==> config.mk <==
export PLATFORM = sky130hd
export DESIGN_NAME = prog_mem
export DESIGN_NICKNAME = d
export VERILOG_FILES = /design/src/rtl/prog_mem_pkg.sv /design/src/rtl/prog_mem_ram.sv /design/src/rtl/prog_mem.sv
export SDC_FILE = /design/constraint.sdc
export NUM_CORES = 2
export LEC_CHECK = 0
export CORE_ASPECT_RATIO = 0.75
export CORE_MARGIN = 4
export CORE_UTILIZATION = 60
export CTS_BUF_LIST = sky130_fd_sc_hd__clkbuf_4 sky130_fd_sc_hd__clkbuf_8
export DETAILED_ROUTE_END_ITERATION = 16
export PLACE_DENSITY = 0.75
export SLEW_MARGIN = 25
export SYNTH_ARGS = -nofsm -noshare
export SYNTH_HDL_FRONTEND = slang
export SYNTH_HIERARCHICAL = 1
export SYNTH_SLANG_ARGS = --single-unit
==> constraint.sdc <==
create_clock -name CLK -period 12.5 [get_ports CLK]
set_input_delay 2.5 -clock CLK [delete_from_list [all_inputs] [get_ports CLK]]
set_output_delay 2.5 -clock CLK [all_outputs]
set_load 0.02 [all_outputs]
==> src/rtl/prog_mem_pkg.sv <==
// Shared types and constants for the program memory: loader FSM states,
// default geometry and instruction-word field offsets.
package prog_mem_pkg;

  localparam int PM_DATA_W = 15;
  localparam int PM_ADDR_W = 8;

  localparam int OP_LSB = 10;
  localparam int OP_W   = 5;
  localparam int SR_LSB = 7;
  localparam int SR_W   = 3;
  localparam int LR_LSB = 4;
  localparam int LR_W   = 3;
  localparam int IM_LSB = 0;
  localparam int IM_W   = 4;

  typedef enum logic [1:0] {
    ST_IDLE,
    ST_LOAD,
    ST_CLEAR,
    ST_DONE
  } pm_state_t;

  function automatic logic [OP_W-1:0] op_field(input logic [PM_DATA_W-1:0] word);
    return word[OP_LSB +: OP_W];
  endfunction

endpackage

==> src/rtl/prog_mem_ram.sv <==
// Single-port synchronous RAM, write-first; read data registered when re is high.
// One-cycle read latency, no backpressure.
module prog_mem_ram #(
  parameter int DATA_W = 15,
  parameter int ADDR_W = 8,
  parameter int DEPTH  = 256
) (
  input  logic              clk,
  input  logic              we,
  input  logic              re,
  input  logic [ADDR_W-1:0] addr,
  input  logic [DATA_W-1:0] wdata,
  output logic [DATA_W-1:0] rdata
);

  logic [DATA_W-1:0] mem [DEPTH];

  always_ff @(posedge clk) begin
    if (we) mem[addr] <= wdata;
    if (re) rdata <= we ? wdata : mem[addr];
  end

endmodule

==> src/rtl/prog_mem.sv <==
// Program memory with CPU strobe port, streaming loader and zero-fill engine.
// CPU reads return one cycle after nOE low; CPU writes are dropped while the loader/clear runs.
module prog_mem
  import prog_mem_pkg::*;
#(
  parameter int DATA_W = PM_DATA_W,
  parameter int ADDR_W = PM_ADDR_W,
  parameter int DEPTH  = 2**ADDR_W
) (
  input  logic              CLK,
  input  logic              RST,
  input  logic [ADDR_W-1:0] PA,
  input  logic              nOE,
  input  logic              nWE,
  input  logic [DATA_W-1:0] D_IN,
  output logic [DATA_W-1:0] D_OUT,
  output logic              D_OE,
  input  logic              LD_START,
  input  logic [ADDR_W:0]   LD_LEN,
  input  logic              LD_VALID,
  input  logic [DATA_W-1:0] LD_DATA,
  output logic              LD_READY,
  output logic              LD_DONE,
  input  logic              CLR,
  output logic              BUSY,
  output logic              WR_DROP
);

  localparam logic [ADDR_W:0] DEPTH_C = (ADDR_W+1)'(DEPTH);

  pm_state_t         state;
  logic [ADDR_W:0]   cnt;
  logic [ADDR_W:0]   len;
  logic              prev_nwe;
  logic              rd_zero;
  logic              cpu_wr;
  logic              pa_ok;
  logic              ram_we;
  logic [ADDR_W-1:0] ram_addr;
  logic [DATA_W-1:0] ram_wdata;
  logic [DATA_W-1:0] ram_rdata;

  assign pa_ok  = {1'b0, PA} < DEPTH_C;
  assign cpu_wr = prev_nwe & ~nWE;

  // Loader and clear own the RAM port while active; CPU writes only reach it otherwise.
  always_comb begin
    ram_we    = 1'b0;
    ram_addr  = PA;
    ram_wdata = D_IN;
    case (state)
      ST_LOAD: begin
        ram_we    = LD_VALID;
        ram_addr  = cnt[ADDR_W-1:0];
        ram_wdata = LD_DATA;
      end
      ST_CLEAR: begin
        ram_we    = 1'b1;
        ram_addr  = cnt[ADDR_W-1:0];
        ram_wdata = '0;
      end
      default: ram_we = cpu_wr & pa_ok;
    endcase
  end

  prog_mem_ram #(
    .DATA_W (DATA_W),
    .ADDR_W (ADDR_W),
    .DEPTH  (DEPTH)
  ) u_ram (
    .clk   (CLK),
    .we    (ram_we),
    .re    (~nOE),
    .addr  (ram_addr),
    .wdata (ram_wdata),
    .rdata (ram_rdata)
  );

  // rd_zero is captured alongside the RAM read, so masking stays aligned with the data.
  assign D_OUT = rd_zero ? '0 : ram_rdata;

  always_ff @(posedge CLK) begin
    if (RST) begin
      state    <= ST_IDLE;
      cnt      <= '0;
      len      <= '0;
      D_OE     <= 1'b0;
      LD_READY <= 1'b0;
      LD_DONE  <= 1'b0;
      BUSY     <= 1'b0;
      WR_DROP  <= 1'b0;
      prev_nwe <= 1'b1;
      rd_zero  <= 1'b1;
    end else begin
      prev_nwe <= nWE;
      D_OE     <= ~nOE;
      LD_DONE  <= 1'b0;
      if (~nOE) rd_zero <= BUSY | ~pa_ok;
      if (cpu_wr && BUSY) WR_DROP <= 1'b1;

      case (state)
        ST_IDLE: begin
          if (CLR) begin
            state <= ST_CLEAR;
            cnt   <= '0;
            BUSY  <= 1'b1;
          end else if (LD_START) begin
            if (LD_LEN == '0 || LD_LEN > DEPTH_C) begin
              LD_DONE <= 1'b1;
            end else begin
              state    <= ST_LOAD;
              cnt      <= '0;
              len      <= LD_LEN;
              BUSY     <= 1'b1;
              LD_READY <= 1'b1;
            end
          end
        end
        ST_LOAD: begin
          if (LD_VALID) begin
            cnt <= cnt + 1'b1;
            if (cnt + 1'b1 == len) begin
              state    <= ST_DONE;
              BUSY     <= 1'b0;
              LD_READY <= 1'b0;
              LD_DONE  <= 1'b1;
            end
          end
        end
        ST_CLEAR: begin
          cnt <= cnt + 1'b1;
          if (cnt == DEPTH_C - 1'b1) begin
            state   <= ST_DONE;
            BUSY    <= 1'b0;
            LD_DONE <= 1'b1;
          end
        end
        default: state <= ST_IDLE;
      endcase
    end
  end

endmodule
# Word-level counts from Yosys, hierarchy flattened
# Memories as Yosys holds them, arrays and structs flattened. A register that Yosys moved wholly into a read port is not among the register bits.
# Index checks and enable logic that the tools add are counted.
[totals]
register_bits = 27
mem_bits_rw = 3840
input_bits = 54
out_inout_bits = 20
wordCells = 77
n_memories = 1
[op_classes]
n_addsub = 1
order_cmp = 1
eq_ne = 12
n_mux = 34
n_bitwise = 5
n_reduce_logical = 13
[mem_list]
columns = ["memory", "depth", "width", "read_ports", "rd_ports_with_merged_regs", "wr", "line", "rtl"]
rows = [
  ["u_ram.mem", 256, 15, 1, 1, 1, "prog_mem_ram.sv:16", "logic [DATA_W-1:0] mem [DEPTH];"],
]
[ops]
columns = ["operator", "n"]
rows = [
  ["9-bit 2-to-1 mux", 4],
  ["15-bit one-hot mux with 2 select lines", 1],
  ["9-bit one-hot mux with 3 select lines", 1],
  ["1-bit 2-to-1 mux", 15],
  ["15-bit 2-to-1 mux", 1],
  ["2-bit 2-to-1 mux", 6],
  ["2-bit != test (second input constant)", 6],
  ["6-bit AND reduction", 2],
  ["9-bit by 1-bit adder with 9-bit output (second input constant)", 1],
  ["9-bit by 8-bit == test with 1-bit output (second input constant)", 1],
  ["9-bit == test", 1],
  ["9-bit greater-than comparator (second input constant)", 1],
  ["9-bit logical NOT", 1],
  ["8-bit 2-to-1 mux", 1],
  ["4-bit AND reduction", 2],
  ["3-bit != test (second input constant)", 2],
  ["1-bit one-hot mux with 3 select lines", 2],
  ["2-bit one-hot mux with 3 select lines", 1],
  ["5-bit AND reduction", 1],
  ["1-bit NOT", 4],
  ["1-bit one-hot mux with 2 select lines", 2],
  ["3-bit nonzero test", 1],
  ["2-bit by 1-bit == test with 1-bit output (second input constant)", 1],
  ["2-bit == test (second input constant)", 1],
  ["7 further kinds", 7],
]

# Longest topological paths before layout
[logic_depth]
depth_word = 6
ltp_mapped = 17

# Hierarchy
# Netlist, hierarchy kept.
[modules_own_cells]
columns = ["module", "instances", "cells_per_inst", "area_per_inst_um2"]
rows = [
  ["prog_mem_ram", 1, 6642, 148192.1],
  ["prog_mem", 1, 230, 1879.3],
]

# Least setup slack after synthesis
# OpenSTA, ideal clock, no wires.
[synth_path]
path_kind = "input to register"
from = "input D_IN[11]"
to = "memory u_ram.mem[0][11] (data pin)"
arrival_time_ps = 5759
t_required_ps = 11632
setup_slack_ps = 5873
stages = 1
path_cell_list = "a22o_1"
[synth_via]
elab_chain_len = 1
[synth_rtl]
columns = ["item", "line", "rtl"]
rows = [
  ["start: declaration", "prog_mem.sv:15", "input logic [DATA_W-1:0] D_IN,"],
  ["15-bit one-hot mux with 2 select lines", "prog_mem.sv:51", "case (state)"],
  ["end: declaration", "prog_mem_ram.sv:16", ""],
]
# No other way between the ends.

# Worst setup path after layout
[layout_path]
from = "input PA[0]"
to = "register u_ram.rdata[10], read port of u_ram.mem (data pin)"
[layout_via]
elab_chain_len = 1
[layout_rtl]
columns = ["item", "line", "rtl"]
rows = [
  ["start: declaration", "prog_mem.sv:12", "input logic [ADDR_W-1:0] PA,"],
  ["8-bit 2-to-1 mux", "prog_mem.sv:51", ""],
  ["named net ram_addr[0]", "prog_mem.sv:39", "logic [ADDR_W-1:0] ram_addr;"],
  ["end: declaration", "prog_mem_ram.sv:13", "output logic [DATA_W-1:0] rdata"],
]
# The timed path passes the listed nets, and every way through them passes these cells.
# A chain may end at the register's enable or synchronous reset.

==> flow_metrics.env <==
export IMPL_r2r_end="u_ram/rdata[10]$_DFFE_PP_"
export IMPL_start_util=0.605
export IMPL_avgSynthCellArea_um2=21.8
export IMPL_hp_start="WR_DROP$_SDFFE_PP0P_"
export IMPL_ys_ff_latch=3882
export IMPL_setup_violations=0
export IMPL_placeableCoreArea_mm2=0.248
export IMPL_whs_path_depth=2
export IMPL_yosysMostFrequentCell="edfxtp_1"
export IMPL_highest_layer="met5"
export IMPL_first_pass_iters=8
export IMPL_synthTopCellsByCount="3,855 x edfxtp_1, 925 x mux4_2, 304 x nor2_1"
export IMPL_die_w_um=585
export IMPL_finish_instance_area_mm2=0.167
export IMPL_required_ps=13380
export IMPL_cts_resized=0
export IMPL_drv_cap=0
export IMPL_cts_buffer_depth=4
export IMPL_viasPerCell=6.99
export IMPL_dpl_instance_area_mm2=0.156
export IMPL_antenna_found_initial=23
export IMPL_fin_ws_ps=5370
export IMPL_grt_max_degree=167
export IMPL_ys_warn_count=6
export IMPL_cts_setup_buffers=0
export IMPL_portBuffers=73
export IMPL_met3RoutedLength_um=70300
export IMPL_vias=78600
export IMPL_numCtsBuffers=567
export IMPL_routed_wl_met2_um=175000
export IMPL_cts_sinks=3882
export IMPL_synthArstFlopShare=0
export IMPL_tns_ps=0
export IMPL_drt_iter0_markers=13500
export IMPL_critPathCaptureType="flop"
export IMPL_fin_crit_sh=0.571
export IMPL_overflow=0
export IMPL_slew_limit_headroom=0.194
export IMPL_cts_root_buf="clkbuf_8"
export IMPL_finalNetCount=7585
export IMPL_yosysSeqAreaShare=0.775
export IMPL_finalHoldViolations=0
export IMPL_status="finished, final reports clean"
export IMPL_grt_pass1_vias=76300
export IMPL_dp_slack_ps=4570
export IMPL_grt_pass1_wl_um=576000
export IMPL_reg2reg_depth=12
export IMPL_hold_buffers=0
export IMPL_worstPathArrival_ps=8010
export IMPL_hold_ws_ps=483
export IMPL_drive_gt1_frac=0.294
export IMPL_synth_edf_count=3855
export IMPL_drt_met1_wl_um=145000
export IMPL_min_to="WR_DROP$_SDFFE_PP0P_"
export IMPL_fin_cells=11300
export IMPL_cts_tree="built"
export IMPL_critPathMaxFanout=77
export IMPL_grtUsageTotal=0.318
export IMPL_fmax_ghz=0.140
export IMPL_rows=158
export IMPL_synth_top_cell_by_area="edfxtp_1"
export IMPL_ir_drop_mv=0.179
export IMPL_ios=74
export IMPL_area_delta_synth_final_pct=11.4
export IMPL_period_needed_ps=7130
export IMPL_die_y_um=441
export IMPL_rsz0062_at_grt="false"
export IMPL_syn_num_nets=6932
export IMPL_htree_levels=6
export IMPL_dp_cells=10200
export IMPL_ys_types=76
export IMPL_cp_start_kind="primary input"
export IMPL_hp_class="flop to flop"
export IMPL_wl_per_cell_um=36.3
export IMPL_synth_top_area_share=0.771
export IMPL_tightest_slew_ps=1200
export IMPL_fin_worst_skew_ps=50.4
export IMPL_cts_clk_slew_worst_paths_ps=70
export IMPL_netlist_area_mm2=0.150
export IMPL_place_congestion=0.957
export IMPL_postRouteAntennaNets=0
export IMPL_slew_viol_final=0
export IMPL_drc=0
export IMPL_p_leak_uw=0.0529
export IMPL_routed_wl_um=409000
export IMPL_die_area_mm2=0.258
export IMPL_p_per_area_mw_per_mm2=219
export IMPL_synthCells=6872
export IMPL_synthFlopType="edfxtp_1"
export IMPL_ff2ff_setup_slack_ps=5950
export IMPL_ys_top_cells_by_area="edfxtp_1 77%, mux4_2 14%, mux2i_1 1.6%"
export IMPL_path_class="primary input to flop"
export IMPL_rr_startpoint="state[0]$_SDFFE_PP0P_"
export IMPL_clk_latency_ps=1050
export IMPL_hpwl_um=243000
## registers in the layout, indices dropped and copies added (netlist names)
| signal | flops |
|---|---|
| D_OE | 1 |
| WR_DROP | 1 |
| rd_zero | 1 |
| LD_READY | 1 |
| cnt | 9 |
| state | 2 |
| BUSY | 1 |
| len | 9 |
| prev_nwe | 1 |
| u_ram/rdata | 15 |
| LD_DONE | 1 |
| u_ram/mem | 3840 |
## critical path: stages
cell             delay (ps)
clkdlybuf4s50_1         500
mux2_8                  760
buf_4                   730
buf_12                  530
mux4_2                  390
o22a_1                  170
o221ai_1                120
nor3_1                  750
o22ai_1                 290
or3_1                   640
a32oi_1                 320
## per-stage QoR
step / util / total power (uW)
3_3_place_gp: 0.629 / 26300
3_5_place_dp: 0.629 / 26600
5_1_grt: 0.674 / 37600
4_1_cts: 0.673 / 36300
6_report: 0.674 / 36600
2_1_floorplan: - / 23000
## power by group
group | leakage [uW] | internal (uW) | switching, uW
logic | 0.0120 | 3490 | 7170
clock network | 0.00570 | 5130 | 4760
registers | 0.0352 | 16000 | 73.0
total | 0.0529 | 24600 | 12000
## cells by family after synthesis
logic type,share of synthesized area
adders and majority gates,0.000500
muxes,0.157
xor gates and xnor gates,0.000642
and+or+nand+nor,0.0218
DFF,0.775
AOI/OAI and AO/OA,0.0281
buffers and inverters,0.0172
## worst max path at each step
stage	start	to	slack, ps	depth (start not counted)
2_1_floorplan	D_IN[11]	u_ram/mem[0][11]$_DFFE_PP_	5870	1
3_3_place_gp	PA[2]	u_ram/rdata[8]$_DFFE_PP_	4380	10
3_5_place_dp	PA[0]	u_ram/rdata[10]$_DFFE_PP_	4570	11
4_1_cts	PA[0]	u_ram/rdata[10]$_DFFE_PP_	5670	11
5_1_grt	PA[0]	u_ram/rdata[10]$_DFFE_PP_	5190	11
6_report	PA[0]	u_ram/rdata[10]$_DFFE_PP_	5370	11
## cell type report
type                    count  area, um^2
diodes                     18        45.0
clock buffers             776        9520
clock inverters           223        1310
fillers                 14900       80900
inverters                  30         125
multi-input cells        2553       31700
flip-flops and latches   3882      116000
well taps                3280        4100
repair buffers            491        4180
## cell usage in the layout (no fill, tap or decap), drive strengths merged, types with 43 or more instances in the layout
master	count
mux2i	236
a21oi	95
edfxtp	3855
nand2	208
o21ai	62
a22oi	88
mux4	925
clkinv	181
clkbuf	777
buf	418
o22ai	113
nor3	68
inv	43
nand3	51
clkdlybuf4s50	72
nor2	305
## per-layer routing
metal / track usage / up-vias
met5: 0.00167 / -
met4: 0.124 / 12
met3: 0.128 / 1024
met2: 0.435 / 6774
met1: 0.465 / 40400
li1: - / 30400
Power figures use the tool's default switching activity.
